$ cat config.mk
export PLATFORM = sky130hd
export DESIGN_NAME = frame_writer
export DESIGN_NICKNAME = d
export VERILOG_FILES = /design/src/rtl/frame_writer.sv
export SDC_FILE = /design/constraint.sdc
export NUM_CORES = 1
export LEC_CHECK = 0
export CORE_MARGIN = 3
export CORE_UTILIZATION = 50
export DETAILED_ROUTE_END_ITERATION = 8
export DONT_BUFFER_PORTS = 1
export GPL_ROUTABILITY_DRIVEN = 0
export PLACE_DENSITY_LB_ADDON = 0.05
export REMOVE_ABC_BUFFERS = 1
export SYNTH_ARGS = -nofsm -noshare
export SYNTH_HDL_FRONTEND = slang
export SYNTH_SLANG_ARGS = --single-unit
export TNS_END_PERCENT = 100
$ cat constraint.sdc
create_clock -name clk -period 2.5 [get_ports clk]
set_clock_uncertainty 0.15 [all_clocks]
set_input_delay 0.5 -clock clk [delete_from_list [all_inputs] [get_ports clk]]
set_output_delay 0.5 -clock clk [all_outputs]
set_load 0.05 [all_outputs]
$ cat src/rtl/frame_writer.sv
// frame_writer: captures one RGB888 video frame into BRAM as RGB332 and
// generates read addresses for playback of the stored frame.
//
// Ports:
//   clk          pixel clock, everything on its rising edge
//   reset_n      asynchronous active-low reset
//   capture_req  one-cycle request to capture the next full frame
//   read_en      level, drives playback read addresses while high
//   abort        level, forces BRAM_IDLE on the next edge
//   pixel_in     RGB888 {R,G,B}, aligned with hcount/vcount
//   hcount       current pixel column
//   vcount       current pixel line
//   bram_addr    registered BRAM address
//   bram_din     registered RGB332 write data
//   bram_we      registered BRAM write enable
//   bram_state   registered FSM state
//   frame_done   one-cycle pulse together with the last pixel write
//
// State          | meaning
// BRAM_IDLE      | waiting for capture_req or read_en
// CAPTURE_FRAME  | capture armed, waiting for the frame origin
// WRITING_FRAME  | writing active pixels of the frame to BRAM
// READING_FRAME  | generating read addresses while read_en is high
module frame_writer #(
  parameter int H_ACTIVE = 640,
  parameter int V_ACTIVE = 400,
  parameter int ADDR_W   = 18
) (
  input  logic              clk,
  input  logic              reset_n,
  input  logic              capture_req,
  input  logic              read_en,
  input  logic              abort,
  input  logic [23:0]       pixel_in,
  input  logic [10:0]       hcount,
  input  logic [9:0]        vcount,
  output logic [ADDR_W-1:0] bram_addr,
  output logic [7:0]        bram_din,
  output logic              bram_we,
  output logic [1:0]        bram_state,
  output logic              frame_done
);

  typedef enum logic [1:0] {
    BRAM_IDLE     = 2'b00,
    CAPTURE_FRAME = 2'b01,
    WRITING_FRAME = 2'b10,
    READING_FRAME = 2'b11
  } state_t;

  localparam logic [11:0]       H_LIM     = 12'(H_ACTIVE);
  localparam logic [10:0]       V_LIM     = 11'(V_ACTIVE);
  localparam logic [ADDR_W-1:0] LAST_ADDR = ADDR_W'(H_ACTIVE * V_ACTIVE - 1);

  state_t            state, state_nxt;
  logic [ADDR_W-1:0] wr_cnt, wr_cnt_nxt;
  logic [ADDR_W-1:0] rd_cnt, rd_cnt_nxt;
  logic [ADDR_W-1:0] addr_nxt;
  logic [7:0]        din_nxt;
  logic              we_nxt;
  logic              done_nxt;
  logic              active;
  logic              origin;
  logic [7:0]        pix_332;
  logic [ADDR_W-1:0] rd_base;

  assign active  = ({1'b0, hcount} < H_LIM) && ({1'b0, vcount} < V_LIM);
  assign origin  = (hcount == 11'd0) && (vcount == 10'd0);
  assign pix_332 = {pixel_in[23:21], pixel_in[15:13], pixel_in[7:6]};
  // Playback restarts at address 0 on the origin pixel itself.
  assign rd_base = origin ? '0 : rd_cnt;

  assign bram_state = state;

  always_ff @(posedge clk or negedge reset_n) begin
    if (!reset_n) begin
      state <= BRAM_IDLE;
    end else begin
      state <= state_nxt;
    end
  end

  always_comb begin
    state_nxt  = state;
    wr_cnt_nxt = wr_cnt;
    rd_cnt_nxt = rd_cnt;
    addr_nxt   = bram_addr;
    din_nxt    = bram_din;
    we_nxt     = 1'b0;
    done_nxt   = 1'b0;
    if (abort) begin
      state_nxt  = BRAM_IDLE;
      wr_cnt_nxt = '0;
    end else begin
      case (state)
        BRAM_IDLE: begin
          if (capture_req) begin
            state_nxt = CAPTURE_FRAME;
          end else if (read_en) begin
            state_nxt = READING_FRAME;
          end
        end
        CAPTURE_FRAME: begin
          // The origin pixel is written here so it is not lost to the
          // state change; the counter then continues from 1.
          if (origin) begin
            state_nxt  = WRITING_FRAME;
            we_nxt     = 1'b1;
            addr_nxt   = '0;
            din_nxt    = pix_332;
            wr_cnt_nxt = ADDR_W'(1);
            if (LAST_ADDR == '0) begin
              done_nxt   = 1'b1;
              state_nxt  = BRAM_IDLE;
              wr_cnt_nxt = '0;
            end
          end
        end
        WRITING_FRAME: begin
          if (active) begin
            we_nxt   = 1'b1;
            addr_nxt = wr_cnt;
            din_nxt  = pix_332;
            if (wr_cnt == LAST_ADDR) begin
              done_nxt   = 1'b1;
              state_nxt  = BRAM_IDLE;
              wr_cnt_nxt = '0;
            end else begin
              wr_cnt_nxt = wr_cnt + 1'b1;
            end
          end
        end
        READING_FRAME: begin
          if (!read_en) begin
            state_nxt = BRAM_IDLE;
          end
          if (active) begin
            addr_nxt   = rd_base;
            rd_cnt_nxt = rd_base + 1'b1;
          end
        end
        default: state_nxt = BRAM_IDLE;
      endcase
    end
  end

  always_ff @(posedge clk or negedge reset_n) begin
    if (!reset_n) begin
      wr_cnt     <= '0;
      rd_cnt     <= '0;
      bram_addr  <= '0;
      bram_din   <= '0;
      bram_we    <= 1'b0;
      frame_done <= 1'b0;
    end else begin
      wr_cnt     <= wr_cnt_nxt;
      rd_cnt     <= rd_cnt_nxt;
      bram_addr  <= addr_nxt;
      bram_din   <= din_nxt;
      bram_we    <= we_nxt;
      frame_done <= done_nxt;
    end
  end

endmodule

==> out/metrics.cfg <==
[flow_run]
cap_violations=0

[floorplanning]
ioPinCount=80
die_h_um=91.7
core.rowCount=30
die_area_um2=8410
die_x_um=91.7
core-area_um2=6940
start_util_pct=52.9

[global_route]
grt_pass1_wl_um=14700
antenna_found_initial=0
grt_pass1_vias=2875
grt_overflow_total=0
grt.total_usage_pct=21.9
grt_start_max_net_pins=67

[min_path]
hp-class=in2reg
hold_depth=1

[sta]
rsz0062_at_grt=false
layout_min_cycle_time_ns=2.28
final_hold_viol_count=0
worst_slew_pin_slew_ns=0.493
layout_setup_ws_ns=0.223
fin_crit_sh_pct=91.1
slew_headroom_pct=67.1
slew_violations=0
max_freq_ghz=0.439
setup_violations=0

[route]
antenna_left=0
drt_pass1_iterations=4
avgViaCountPerCell=6.23
num_vias=3058
wirelength_um=8850
drc_errors=0
wl_per_cell_um=18.0
drt_iter0_drc=181

[power_and_ir_drop]
p_seq_share_pct=44.4
power.density_nw_per_um2=851
p_comb_share_pct=32.6
leakagePower_uw=0.00176
finalPower_uw=3590
peakVddDrop_mv=0.398
sw_frac_of_total_pct=41.5
power.internal_uw=2100
clock_power_share_pct=23.0
p_switching_uw=1490

[finish]
nets=449
final_area_um2=4210
seqCellArea_um2=1650
fill_cells=602
antenna_cells=0
area_growth_pct=14.7
finalNonFillerCells=491
layout-drive-gt1-share_pct=21.5
multiInputGateArea_um2=1930
utilization_pct=60.7

[yosys]
synth_top_area_cell=dfrtp_1
netlist_top_cells_count=66 x dfrtp_1, 26 x mux2_2, 24 x nand2_1
synth_seq_cells=66
synth_edf_count=0
synth_cell_type_count=53
async_reset_ff_share_pct=100
synth_top_area_share_pct=44.9
ys_warn_count=0
syn_area_um2=3670
synth.area.top_cells=dfrtp_1 45%, mux2_2 8.0%, a22o_1 4.3%, a21oi_1 3.0%, nand3_1 3.0%
ys.flop_type=dfrtp_1
syn-instance-count=364
synth_area_per_cell_um2=10.1
ys_seq_area_share_pct=44.9
yosysMostFrequentCell=dfrtp_1

[critical_path]
crit_top_cell=inv_1
worstPathArrival_ns=2.34
max_stage_delay_ns=0.42
crit_path_end_kind=flop
critPathRequiredTime_ns=2.57
r2r_cells=7
path_max_fanout=18
path_class=reg2reg
cp_cell_sequence=inv_1 -> ha_1 -> inv_1 -> a21oi_2 -> nor3_4 -> buf_12 -> mux2_1
start_kind=flop
crit_slowest_cell=dfrtp_1

[placement]
place_ws_ns=0.0259
dpl.cell_count=475
place_area_um2=3980
dpl.hpwl_um=6340
port-buffer-count=0

[outcome]
status=completed

[clocking]
clkSinkCount=66
worstSkewPairLatency_ns=0.34
cts_max_path_buffers=2
cts_buffers=9
root_buffer=clkbuf_8
cts_max_level=3
clk_pin_slew_ns=0.07
cts_tree=done

==> layout make-up <==
cell class	instances	area share (%)
Inverter	13	1.25
Tap cell	96	2.85
Sequential cell	66	39.2
Multi-Input combinational cell	273	45.9
Clock inverter	2	0.297
Timing Repair Buffer	29	6.59
Clock buffer	12	3.92
==> worst paths after layout <==
check	from	end	slack, ns
min reg2reg	rd_cnt[1]	rd_cnt[1]	0.37
max	bram_state[1]	bram_addr[9]	0.22
max in group asynchronous	reset_n	rd_cnt[17]	1.36
min	abort	wr_cnt[9]	0.14
min in group asynchronous	reset_n	bram_state[1]	0.54
max reg2reg	bram_state[1]	bram_addr[9]	0.22
==> critical path, delay by kind of cell, from the launching register on <==
| kind | cells | cell delay (ns) |
|---|---|---|
| multiplexers | 1 | 0.31 |
| flip-flops | 1 | 0.42 |
| AND/OR/NAND/NOR | 1 | 0.09 |
| buffers and inverters | 3 | 0.44 |
| adder cells (fa/ha/maj) | 1 | 0.34 |
| AO/OA/AOI/OAI | 1 | 0.39 |
==> power by group through the flow <==
stage	Combinational [uW]	Clock [uW]	Sequential (uW)
2_1_floorplan	657	0	1650
3_3_place_gp	1110	0	1610
3_5_place_dp	1120	0	1620
4_1_cts	1150	847	1600
5_1_grt	1280	895	1610
6_report	1170	824	1590
==> logic make-up after synthesis <==
logic type / count (synthesis) / share of synthesized area [%]
XOR/XNOR: 5 / 1.19
buffers and inverters: 25 / 2.83
multiplexers: 29 / 8.82
AND/OR/NAND/NOR: 131 / 20.9
flip-flops: 66 / 44.9
AO/OA/AOI/OAI: 101 / 18.9
adder cells (fa/ha/maj): 7 / 2.38
==> metrics by stage <==
step	setup TNS [ns]	hold WS [ns]
3_5_place_dp	0	0.0562
2_1_floorplan	-14.19	0.0544
5_1_grt	0	0.146
3_3_place_gp	0	0.0561
4_1_cts	0	0.130
6_report	0	0.143
==> cells in the final DEF, fill, tap and decap left out, drive strengths merged, types with 13 or more instances in the layout <==
| cell type | n |
|---|---|
| nor2 | 13 |
| buf | 28 |
| nand4 | 13 |
| o21ai | 23 |
| dfrtp | 66 |
| nand3 | 23 |
| mux2 | 27 |
| a22o | 18 |
| nand2 | 24 |
| a21oi | 23 |
==> state kept, by name (all words and copies together), names as in the netlist <==
name and cells:
rd_cnt 18, wr_cnt 18, bram_addr 18, frame_done 1, bram_din 8, bram_we 1
bram_state 2
==> routing by layer <==
layer | GRT usage, % | vias up | part of all wire, %
met5 | 0 | - | 0
met4 | 7.80 | 0 | 1.5
met3 | 3.77 | 13 | 5.1
met2 | 33.5 | 86 | 46
met1 | 31.4 | 1504 | 47
li1 | - | 1455 | -
==> timing repair <==
item | in CTS | in global routing
hold buffers | 2 | 0
gates resized for setup | 0 | 5
buffers inserted | 0 | 0
setup endpoints to repair | 0 | 14
hold endpoints to repair | 66 | 0
(Power assumes the default switching activity.)
==> RTL edit: new RTL, same flow settings <==
One comparison of `wr_cnt` changes from == to >=.
--- a/src/rtl/frame_writer.sv
+++ b/src/rtl/frame_writer.sv
@@ -121,7 +121,7 @@
             we_nxt   = 1'b1;
             addr_nxt = wr_cnt;
             din_nxt  = pix_332;
-            if (wr_cnt == LAST_ADDR) begin
+            if (wr_cnt >= LAST_ADDR) begin
               done_nxt   = 1'b1;
               state_nxt  = BRAM_IDLE;
               wr_cnt_nxt = '0;
Formal check against the unedited RTL: no difference found for any inputs over 10 cycles, from zero or initial values and one cycle with reset_n low; that may be too few to reach the edited logic, so the function may still have changed.
==> RTL edit against the unedited design <==
- final cell count increased by 4.3%
- routed wire length increased by 8.4%
- design area increased by 4.1%
- utilization decreased by 0.85 points
- sequential cell count unchanged
- synthesized area increased by 4.2%
- power decreased by 9.2%
- setup slack got worse by 0.0033 ns
- largest cell class unchanged
- largest power group unchanged
- highest routed layer unchanged
==> RTL edit: results (changes against the unedited design) <==
- Fin crit period: 2.280 ns (+0.003269 ns)
- Clk. pwr: 902 µW (+9.5%)
- Asr flop ratio synth: 100.0% (unchanged)
- CP peak stage delay: 0.44 ns (+0.02 ns)
- Peak VDD IR: 660.4 µV (+66%)
- Total Routing Usage GR: 23.64% (+1.7 points)
- Crit path capture: wr_cnt[10]$_DFFE_PN0P_
- Worst Path Max Fanout: 16 (-2)
- Synthesis Warnings: 0 (unchanged)
- P_leak: 0.001916 µW (+9.1%)
- CTS H-tree depth: 3 (unchanged)
- Hpwl dp: 6851 µm (+8.1%)
- CP startpoint: bram_state[0]$_DFFE_PN0P_
- Xor and xnor area share after synthesis: 0.2287% (-0.96 points)
- Final nets: 466 (+3.8%)
- Register area share after synthesis: 43.12% (-1.8 points)
- Hold path cells: 1 (unchanged)
- Layout cell share with drive strength beyond 1: 21.79% (+0.27 points)
- Layout Cells excl Fill: 512 (+4.3%)
- Min-Delay Endpoint: wr_cnt[0]$_DFFE_PN0P_
- CP max stage cell: o311a_2
- Synth cell count leaders: dfrtp_1, nand2_1, o21ai_0
- Fill count: 611 (+1.5%)
- Avg Cell Area, Syn: 10.08 µm² (-0.17%)
- Initial DRC Count: 196 (+8.3%)
- Yosys cell types: 55 (+3.8%)
- Compound-Gate Fraction of Synth Area: 20.81% (+1.9 points)
- Vias after detailed routing: 3178 (+3.9%)
- Placed cells: 495 (+4.2%)
- Synth area leaders: dfrtp_1, a22o_1, mux2_2, mux2_4, nand2_1
- Drt wl/cell: 18.73 µm (+3.9%)
- Hold WS: 0.07206 ns (-0.07061 ns)
- First-pass GRT wire length: 16260 µm (+11%)
- Switching power: 1250 µW (-16%)
- Status: finished, final reports clean
- CP arrival: 2.36 ns (+0.02 ns)
- Transition time of the tightest slew-check pin: 0.6142 ns (+0.1207 ns)
- Dpl cell area: 4155 µm² (+4.4%)
- CP delay by family, top: compound AO/OA/AOI/OAI gates
- Pwr Density: 742.6 nW/µm² (-13%)
- Logic pwr share: 24.1% (-8.5 points)
## RTL edit: changes by cell type after synthesis, moves of 5 or more
cell / delta
or4_1: -9
clkbuf_1: +5
mux2_2: -9
o31ai_1: -6
mux2i_1: +5
xnor2_1: -5
a21oi_1: -5
mux2_4: +10
nand2_1: +10
a22o_1: +5
## RTL edit: per-layer routing
layer | vias up | share of wire, % | GRT usage [%]
li1 | 1514 | - | -
met1 | 1554 | 47 | 33.14
met2 | 94 | 46 | 36.81
met3 | 16 | 4.7 | 3.620
met4 | 0 | 1.9 | 8.913
met5 | - | 0 | 0
## RTL edit: cell type report
type,instances,area share [%]
Multi-Input combinational cell,283,46.41
Inverter,12,1.027
Tap cell,99,2.824
Clock buffer,10,3.137
Timing Repair Buffer,37,7.701
Sequential cell,66,37.65
Clock inverter,5,1.255
## RTL edit: timing repair
item | in CTS | in global routing
endpoints found under the setup margin | 1 | 0
resized for setup | 1 | 0
hold buffers | 2 | 0
endpoints found under the hold margin | 66 | 0
